**src/rtl/pia_bus_master_if.sv**
```systemverilog
// Command, response and PIA bus signals of pia_bus_master grouped into one
// bundle. The master modport is the block itself; the slave modport is the
// environment that issues commands, consumes responses and answers bus
// accesses.
interface pia_bus_master_if;
  // command channel
  logic       cmd_valid_i;
  logic       cmd_ready_o;
  logic [1:0] cmd_op_i;
  logic [6:0] cmd_adr_i;
  logic [7:0] cmd_dat_i;

  // response channel
  logic       rsp_valid_o;
  logic       rsp_ready_i;
  logic [7:0] rsp_dat_o;
  logic       rsp_err_o;

  // PIA responder bus
  logic       stb_o;
  logic       we_o;
  logic [6:0] adr_o;
  logic [7:0] dat_o;
  logic [7:0] dat_i;

  // status
  logic       busy_o;

  modport master (
    input  cmd_valid_i, cmd_op_i, cmd_adr_i, cmd_dat_i,
    input  rsp_ready_i, dat_i,
    output cmd_ready_o, rsp_valid_o, rsp_dat_o, rsp_err_o,
    output stb_o, we_o, adr_o, dat_o, busy_o
  );

  modport slave (
    output cmd_valid_i, cmd_op_i, cmd_adr_i, cmd_dat_i,
    output rsp_ready_i, dat_i,
    input  cmd_ready_o, rsp_valid_o, rsp_dat_o, rsp_err_o,
    input  stb_o, we_o, adr_o, dat_o, busy_o
  );
endinterface

```
**src/rtl/pia_bus_master.sv**
```systemverilog
// pia_bus_master: turns single commands (write, read, timer-wait) into
// strobed accesses on a simple PIA register bus and returns one response per
// command. A timer-wait loads one of the four timer registers and then polls
// INSTAT until bit 7 is set or the poll limit is reached.
module pia_bus_master #(
  parameter int unsigned POLL_GAP   = 4,       // idle cycles before each INSTAT poll (1..255)
  parameter int unsigned POLL_LIMIT = 16'hFFFF // polls before a timer-wait fails (1..65535)
) (
  input  logic              clk_i,
  input  logic              rst_ni,
  pia_bus_master_if.master  bus
);

  typedef enum logic [3:0] {
    IDLE,
    WR,
    RD,
    RD_CAP,
    TW_WR,
    TW_GAP,
    TW_RD,
    TW_CAP,
    RESP
  } state_t;

  localparam logic [1:0]  OP_WR      = 2'b00;
  localparam logic [1:0]  OP_RD      = 2'b01;
  localparam logic [1:0]  OP_TW      = 2'b10;
  localparam logic [6:0]  INSTAT_ADR = 7'h05;
  // Timer registers live at 0x14..0x17, i.e. address bits [6:2] == 5'b00101.
  localparam logic [4:0]  TIMER_PAGE = 5'b00101;
  localparam logic [7:0]  GAP_LAST   = 8'(POLL_GAP - 1);
  localparam logic [15:0] LIMIT      = 16'(POLL_LIMIT);

  state_t      state;
  logic [7:0]  gap_cnt;
  logic [15:0] poll_cnt;
  logic [15:0] poll_next;
  logic        timer_adr;

  // Ready and busy are pure decodes of the registered state, so they change
  // only on clock edges (and immediately on reset, which forces IDLE).
  assign bus.cmd_ready_o = (state == IDLE);
  assign bus.busy_o      = (state != IDLE);

  assign poll_next = poll_cnt + 16'd1;
  assign timer_adr = (bus.cmd_adr_i[6:2] == TIMER_PAGE);

  // Command sequencer: state, poll/gap counters and every registered output.
  // NOTE: all state here uses <= so each register samples values from before
  // the edge; a blocking = would let later statements see same-cycle updates.
  always_ff @(posedge clk_i or negedge rst_ni) begin
    if (!rst_ni) begin
      state           <= IDLE;
      gap_cnt         <= '0;
      poll_cnt        <= '0;
      bus.stb_o       <= 1'b0;
      bus.we_o        <= 1'b0;
      bus.adr_o       <= '0;
      bus.dat_o       <= '0;
      bus.rsp_valid_o <= 1'b0;
      bus.rsp_dat_o   <= '0;
      bus.rsp_err_o   <= 1'b0;
    end else begin
      // A strobe lasts one cycle: drop it unless a transition below raises it
      // for the next state. adr_o/dat_o keep their last driven value.
      bus.stb_o <= 1'b0;
      bus.we_o  <= 1'b0;

      unique case (state)
        IDLE: begin
          if (bus.cmd_valid_i) begin
            // The command fields are latched straight into the bus registers,
            // which then hold them for the whole command.
            if (bus.cmd_op_i == OP_WR) begin
              state     <= WR;
              bus.stb_o <= 1'b1;
              bus.we_o  <= 1'b1;
              bus.adr_o <= bus.cmd_adr_i;
              bus.dat_o <= bus.cmd_dat_i;
            end else if (bus.cmd_op_i == OP_RD) begin
              state     <= RD;
              bus.stb_o <= 1'b1;
              bus.adr_o <= bus.cmd_adr_i;
            end else if (bus.cmd_op_i == OP_TW && timer_adr) begin
              state     <= TW_WR;
              bus.stb_o <= 1'b1;
              bus.we_o  <= 1'b1;
              bus.adr_o <= bus.cmd_adr_i;
              bus.dat_o <= bus.cmd_dat_i;
            end else begin
              // Reserved op or timer-wait outside the timer page: fail at
              // once without touching the bus.
              state           <= RESP;
              bus.rsp_valid_o <= 1'b1;
              bus.rsp_dat_o   <= '0;
              bus.rsp_err_o   <= 1'b1;
            end
          end
        end

        WR: begin
          state           <= RESP;
          bus.rsp_valid_o <= 1'b1;
          bus.rsp_dat_o   <= '0;
          bus.rsp_err_o   <= 1'b0;
        end

        RD: begin
          // Responder presents read data during the cycle after the strobe.
          state <= RD_CAP;
        end

        RD_CAP: begin
          state           <= RESP;
          bus.rsp_valid_o <= 1'b1;
          bus.rsp_dat_o   <= bus.dat_i;
          bus.rsp_err_o   <= 1'b0;
        end

        TW_WR: begin
          state    <= TW_GAP;
          poll_cnt <= '0;
          gap_cnt  <= '0;
        end

        TW_GAP: begin
          // Stay exactly POLL_GAP cycles, then strobe an INSTAT read.
          if (gap_cnt == GAP_LAST) begin
            state     <= TW_RD;
            bus.stb_o <= 1'b1;
            bus.adr_o <= INSTAT_ADR;
          end else begin
            gap_cnt <= gap_cnt + 8'd1;
          end
        end

        TW_RD: begin
          state <= TW_CAP;
        end

        TW_CAP: begin
          if (bus.dat_i[7]) begin
            state           <= RESP;
            bus.rsp_valid_o <= 1'b1;
            bus.rsp_dat_o   <= bus.dat_i;
            bus.rsp_err_o   <= 1'b0;
          end else if (poll_next == LIMIT) begin
            // Counter stops here, so it can never pass the limit.
            state           <= RESP;
            poll_cnt        <= poll_next;
            bus.rsp_valid_o <= 1'b1;
            bus.rsp_dat_o   <= bus.dat_i;
            bus.rsp_err_o   <= 1'b1;
          end else begin
            state    <= TW_GAP;
            poll_cnt <= poll_next;
            gap_cnt  <= '0;
          end
        end

        RESP: begin
          // Response fields hold until taken; the following cycle is IDLE,
          // so no command can be accepted in the hand-off cycle itself.
          if (bus.rsp_ready_i) begin
            state           <= IDLE;
            bus.rsp_valid_o <= 1'b0;
          end
        end

        default: begin
          state <= IDLE;
        end
      endcase
    end
  end

endmodule

```
**src/flat_wrapper.sv**
```systemverilog
// flat-port wrapper written by rule: the top's interface ports become plain ports
module pia_bus_master_flat 
#(
  parameter int unsigned POLL_GAP   = 4,                                                      
  parameter int unsigned POLL_LIMIT = 16'hFFFF                                              
)
  (clk_i, rst_ni, bus_cmd_valid_i, bus_cmd_op_i, bus_cmd_adr_i, bus_cmd_dat_i, bus_rsp_ready_i, bus_dat_i, bus_cmd_ready_o, bus_rsp_valid_o, bus_rsp_dat_o, bus_rsp_err_o, bus_stb_o, bus_we_o, bus_adr_o, bus_dat_o, bus_busy_o);
  pia_bus_master_if bus_i ();
  input  logic clk_i;
  input  logic rst_ni;
  input wire logic [$bits(bus_i.cmd_valid_i)-1:0] bus_cmd_valid_i;
  input wire logic [$bits(bus_i.cmd_op_i)-1:0] bus_cmd_op_i;
  input wire logic [$bits(bus_i.cmd_adr_i)-1:0] bus_cmd_adr_i;
  input wire logic [$bits(bus_i.cmd_dat_i)-1:0] bus_cmd_dat_i;
  input wire logic [$bits(bus_i.rsp_ready_i)-1:0] bus_rsp_ready_i;
  input wire logic [$bits(bus_i.dat_i)-1:0] bus_dat_i;
  output wire logic [$bits(bus_i.cmd_ready_o)-1:0] bus_cmd_ready_o;
  output wire logic [$bits(bus_i.rsp_valid_o)-1:0] bus_rsp_valid_o;
  output wire logic [$bits(bus_i.rsp_dat_o)-1:0] bus_rsp_dat_o;
  output wire logic [$bits(bus_i.rsp_err_o)-1:0] bus_rsp_err_o;
  output wire logic [$bits(bus_i.stb_o)-1:0] bus_stb_o;
  output wire logic [$bits(bus_i.we_o)-1:0] bus_we_o;
  output wire logic [$bits(bus_i.adr_o)-1:0] bus_adr_o;
  output wire logic [$bits(bus_i.dat_o)-1:0] bus_dat_o;
  output wire logic [$bits(bus_i.busy_o)-1:0] bus_busy_o;
  assign bus_i.cmd_valid_i = bus_cmd_valid_i;
  assign bus_i.cmd_op_i = bus_cmd_op_i;
  assign bus_i.cmd_adr_i = bus_cmd_adr_i;
  assign bus_i.cmd_dat_i = bus_cmd_dat_i;
  assign bus_i.rsp_ready_i = bus_rsp_ready_i;
  assign bus_i.dat_i = bus_dat_i;
  assign bus_cmd_ready_o = bus_i.cmd_ready_o;
  assign bus_rsp_valid_o = bus_i.rsp_valid_o;
  assign bus_rsp_dat_o = bus_i.rsp_dat_o;
  assign bus_rsp_err_o = bus_i.rsp_err_o;
  assign bus_stb_o = bus_i.stb_o;
  assign bus_we_o = bus_i.we_o;
  assign bus_adr_o = bus_i.adr_o;
  assign bus_dat_o = bus_i.dat_o;
  assign bus_busy_o = bus_i.busy_o;
  pia_bus_master #(.POLL_GAP(POLL_GAP), .POLL_LIMIT(POLL_LIMIT)) u_core (.clk_i(clk_i), .rst_ni(rst_ni), .bus(bus_i));
endmodule
```
**config.mk**
```make
export PLATFORM = sky130hd
export DESIGN_NAME = pia_bus_master_flat
export DESIGN_NICKNAME = d
export VERILOG_FILES = /design/src/rtl/pia_bus_master_if.sv /design/src/rtl/pia_bus_master.sv /design/src/flat_wrapper.sv
export SDC_FILE = /design/constraint.sdc
export NUM_CORES = 1
export LEC_CHECK = 0
export CAP_MARGIN = 10
export CORE_MARGIN = 3
export CORE_UTILIZATION = 30
export CTS_CLUSTER_DIAMETER = 30
export CTS_CLUSTER_SIZE = 16
export DETAILED_ROUTE_END_ITERATION = 16
export REMOVE_ABC_BUFFERS = 1
export SLEW_MARGIN = 20
export SYNTH_ARGS = -nofsm -noshare
export SYNTH_HDL_FRONTEND = slang
export SYNTH_SLANG_ARGS = --single-unit
```
**constraint.sdc**
```tcl
create_clock -name clk_i -period 3.4 [get_ports clk_i]
set_clock_uncertainty 0.2 [all_clocks]
set_input_delay 0.68 -clock clk_i [delete_from_list [all_inputs] [get_ports clk_i]]
set_output_delay 0.68 -clock clk_i [all_outputs]
set_load 0.05 [all_outputs]
```
Word level (Yosys, flattened, before mapping)
Index checks and enable logic that the tools add are counted.
{ "totals": {"register_bits": 55, "inputBits": 29, "out_inout_bits": 29} }
{ "op_classes": {"addsub": 2, "eq_ne": 25, "n_mux": 51, "reduce_logical": 20} }
{ "ops": {"columns": ["op", "count"], "rows": [
  ["$mux 8", 12],
  ["$mux 7", 5],
  ["$mux 4", 8],
  ["$pmux 16 s2", 1],
  ["$pmux 4 s8", 1],
  ["$pmux 8 s4", 1],
  ["$pmux 8 s3", 1],
  ["$mux 1", 17],
  ["$add 16x1->16 const B", 1],
  ["$eq 16x16->1 const B", 1],
  ["$eq 4x3->1 const B", 4],
  ["$mux 16", 1],
  ["$ne 2x2->1 const B", 8],
  ["$pmux 7 s2", 1],
  ["$reduce_and 4->1", 3],
  ["$reduce_and 6->1", 2],
  ["$reduce_bool 4->1", 3],
  ["$add 8x1->8 const B", 1],
  ["$eq 4x2->1 const B", 2],
  ["$eq 8x2->1 const B", 1],
  ["$reduce_and 7->1", 1],
  ["$reduce_bool 2->1", 3],
  ["$reduce_bool 3->1", 2],
  ["$eq 5x3->1 const B", 1],
  ["16 further kinds", 17]
]} }

Depth between registers and ports, before layout
Gate-level depths: netlist (run 1).
{ "logic_depth": {"word_depth": 7, "ltp_mapped": 10, "mapped_depth_nobuf": 8} }

Worst setup path after synthesis (run 1)
OpenSTA, ideal clock, no wires.
{ "synth_timing": {"path_kind": "register to register", "start": "register u_core.state[0]", "end": "register u_core.bus.dat_o[0]", "setup_time_ns": 0.125, "t_arrival_ns": 2.532, "path_slack_ns": 0.544, "path_stages_with_launch": 8, "path_buffers": 1, "synth_period_minus_slack_ns": 2.856, "path_cell_list": "dfrtp_1 -> clkbuf_1 -> nor3_1 -> nand2b_1 -> inv_1 -> nand2_1 -> nor2_1 -> mux2_2"} }
{ "synth_between": {"elab_chain_len": 2} }
{ "synth_rtl": {"columns": ["element", "line_no", "text"], "rows": [
  ["start: declaration", "pia_bus_master.sv:35", "state_t state;"],
  ["start signal: assignment", "pia_bus_master.sv:54", "state <= IDLE;"],
  ["start signal: assignment", "pia_bus_master.sv:76", "state <= WR;"],
  ["start signal: assignment", "pia_bus_master.sv:82", "state <= RD;"],
  ["$logic_not 4->1", null, null],
  ["net bus_cmd_ready_o", "flat_wrapper.sv:17", "output wire logic [$bits(bus_i.cmd_ready_o)-1:0] bus_cmd_ready_o;"],
  ["$reduce_and 4->1 (no line)", null, null],
  ["end signal: assignment", "pia_bus_master.sv:80", "bus.dat_o <= bus.cmd_dat_i;"],
  ["end signal: assignment", "pia_bus_master.sv:90", "bus.dat_o <= bus.cmd_dat_i;"],
  ["end: declaration", "pia_bus_master_if.sv:33", "output stb_o, we_o, adr_o, dat_o, busy_o"]
]} }
The timed path passes the listed nets, and every way through them passes these cells.
A chain may end at the register's enable or synchronous reset.

Final worst setup path (run 1)
{ "layout_timing": {"start": "register u_core.state[2]", "end": "output bus_cmd_ready_o"} }
{ "layout_between": {"elab_chain_len": 1} }
{ "layout_rtl": {"columns": ["element", "line_no", "text"], "rows": [
  ["$logic_not 4->1", "pia_bus_master.sv:43", "assign bus.cmd_ready_o = (state == IDLE);"],
  ["end: declaration", "flat_wrapper.sv:17", null]
]} }
Every way passes these cells.

==> out/summary.txt, run 1 <==
Maximum vdd ir drop -> 0.000253 V
Die height -> 103 um
Minimum hold slack -> 220 ps
Fin. Hold Viols -> 0
Syn_area_per_cell -> 9.41 um^2
RSZ-0062 raised after global routing -> false
R2R cell count -> 7
Die W -> 103 um
# diodes -> 0
Worst-Skew Late Latency -> 310 ps
Post-layout util -> 40.7%
Final Cell Area -> 3630 um^2
Fmax -> 325 MHz
Root buffer cell -> clkbuf_8
CTS buffer count -> 5
Routability Congestion -> 0.845
Mapped Area -> 2820 um^2
Ys Warns -> 0
Worst EP arrival -> 2190 ps
Post-placement setup slack -> 441 ps
GRT Total Usage -> 12.9%
Worst setup EP type -> output port
H-tree levels -> 2
Via count -> 2424
CP max FO -> 8
Initial antenna violation count -> 0
Postcts setup bufs -> 0
Post-DR vias/cell -> 5.15
Register clock-pin slew on the reported worst setup and hold paths -> 110 ps
Crit start category -> register
Final Slew Violations -> 0
Final period util -> 90.4%
Placed insts -> 463
Initial core utilization -> 31.6%
HP Class -> input port to asynchronous set/reset pin
Routed length per placed instance -> 13.9 um
Nets@finish -> 394
Full die area -> 10600 um^2
Core ar. -> 8930 um^2
M2 GR Usage -> 20.4%
Ys flop type -> dfrtp_1
Maximum clock path buffer count -> 2
Number of enable flip-flop cells after synthesis -> 0
Leakage power -> 1.52 nW
Total Wirelength -> 6570 um
Busiest layer in global routing -> met2
Placed cell areas -> 3540 um^2
Register area share after synthesis -> 48.8%
Status -> finished, final reports clean
CTS Sinks -> 55
Remaining global-route overflow -> 0
R2R Path End -> u_core.bus.rsp_dat_o[6]
Met1 Track Usage GR -> 17.5%
Cts repair resizes -> 0
Setup-failing EPs final -> 0
First-pass GRT wire length -> 11200 um
Cells after Synth -> 300
FFs w/ async S/R, synth -> 100%
Post-DP HPWL -> 4810 um
Area Overhead vs Synth -> 28.7%
Met3 usage -> 4.13%
Pre-antenna DRT Iters -> 4
Max Cap Violations -> 0
Number of global-route vias before repair -> 2413
Reg2reg start -> u_core.poll_cnt[0]
Post-synthesis cell type count -> 49
Post-layout min period -> 3070 ps
Hold buffer count at cts -> 0
Reg2reg setup slack -> 450 ps
Required @ worst endpoint -> 2520 ps
Port buffer count -> 57
Fraction of layout cells with a size suffix above 1 -> 9.92%
Final Power -> 2.39 mW
Final cell count without fillers -> 471
Pwr dens -> 659 nW/um^2
# rows -> 34
Detail Route Antenna Nets -> 0
Final setup margin -> 326 ps
CP Class -> register to output port
Fillers -> 875
Largest net degree at the start of global routing -> 33
Slew @ Worst Pin -> 743 ps
Max_slew headroom -> 50.4%
DR DRC count -> 0
Final setup TNS -> 0 ps
CTS tree -> done
Number of DRC markers in iteration 0 -> 119
#FFs+latches synth -> 55
# IOs -> 58
-- worst max-delay path, stage by stage, from the launching register on --
cell and delay (ps):
dfrtp_1 480, nor3_1 360, nand2b_1 140, inv_1 90, clkdlybuf4s50_1 810
-- power breakdown --
group	internal, mW	switching, mW	total, mW
clock	0.148	0.228	0.376
sequential	0.804	0.113	0.918
combinational	0.394	0.706	1.10
-- cells in the final DEF (no fill, tap or decap), types with 3 or more instances in the layout --
master	count
clkdlybuf4s50_1	56
mux2_2	8
inv_1	15
mux2i_1	8
nand2b_1	3
ha_1	3
nor2b_1	3
a21o_1	3
o21ai_0	32
and3_1	8
buf_4	9
nand2_1	45
nand3_1	15
clkbuf_8	5
nor2_1	21
nor3_1	7
a21oi_1	8
dfrtp_1	55
o31ai_1	11
nand4_1	5
-- final cells by class --
class | instances | area (um^2) | share of cell area (%)
inverters | 15 | 56.3 | 1.55
flip-flops and latches | 55 | 1380 | 37.9
well taps | 108 | 135 | 3.72
clock buffers | 5 | 68.8 | 1.89
multi-input cells | 219 | 1340 | 36.8
repair buffers | 66 | 633 | 17.4
clock inverters | 3 | 25.0 | 0.689
-- per-layer routing --
| layer | wire length, um | vias up |
|---|---|---|
| met4 | 38 | 0 |
| met5 | 0 | - |
| met1 | 3080 | 1154 |
| li1 | - | 1188 |
| met3 | 364 | 8 |
| met2 | 3090 | 74 |
-- cells in the mapped netlist (all sizes together), types with 3 or more instances --
library cell / count / area, um^2
dfrtp: 55 / 1380
nand2: 45 / 169
o21ai: 34 / 170
nor2: 21 / 78.8
nand3: 16 / 85.1
inv: 15 / 56.3
o31ai: 11 / 82.6
a21oi: 8 / 40.0
and3: 8 / 50.1
clkbuf: 8 / 30.0
mux2: 8 / 90.1
mux2i: 8 / 80.1
nor3: 8 / 51.3
nand4: 6 / 43.8
a21o: 3 / 22.5
buf: 3 / 21.3
ha: 3 / 37.5
nand2b: 3 / 18.8
nor2b: 3 / 18.8
-- kinds of logic after synthesis --
kind of cell | count (synthesis) | share of synthesized area, %
simple gates | 125 | 22.9
buf+inv | 26 | 3.81
mux | 16 | 6.03
compound gates | 72 | 16.2
xor+xnor | 3 | 0.931
fa+ha+maj | 3 | 1.33
flops | 55 | 48.8
-- how the worst max path moves through the flow --
stage / from / endpoint / slack (ps) / depth (start not counted)
after floorplan: u_core.state[2] / u_core.bus.dat_o[0] / 580 / 6
after global placement: bus_cmd_op_i[0] / u_core.bus.rsp_err_o / 510 / 6
after detailed placement: bus_cmd_op_i[0] / u_core.bus.rsp_err_o / 440 / 6
after CTS: u_core.state[2] / bus_cmd_ready_o / 310 / 4
after global routing: u_core.state[2] / bus_cmd_ready_o / 170 / 4
final: u_core.state[2] / bus_cmd_ready_o / 330 / 4
-- state kept, by name, indices dropped and copies added (netlist names) --
signal,cells
u_core.bus.adr_o,7
u_core.bus.dat_o,8
u_core.bus.rsp_dat_o,8
u_core.bus.rsp_err_o,1
u_core.bus.rsp_valid_o,1
u_core.bus.stb_o,1
u_core.bus.we_o,1
u_core.gap_cnt,8
u_core.poll_cnt,16
u_core.state,4
Note: power is estimated with default switching activity, not from simulation.
==> run 2, diff against run 1 <==
--- a/config.mk
+++ b/config.mk
@@ -8,6 +8,7 @@
 export CAP_MARGIN = 10
 export CORE_MARGIN = 3
 export CORE_UTILIZATION = 30
+export CTS_BUF_LIST = sky130_fd_sc_hd__clkbuf_8
 export CTS_CLUSTER_DIAMETER = 30
 export CTS_CLUSTER_SIZE = 16
 export DETAILED_ROUTE_END_ITERATION = 16
==> results of run 2 <==
Final layout, timing and power as in run 1 (identical DEF).
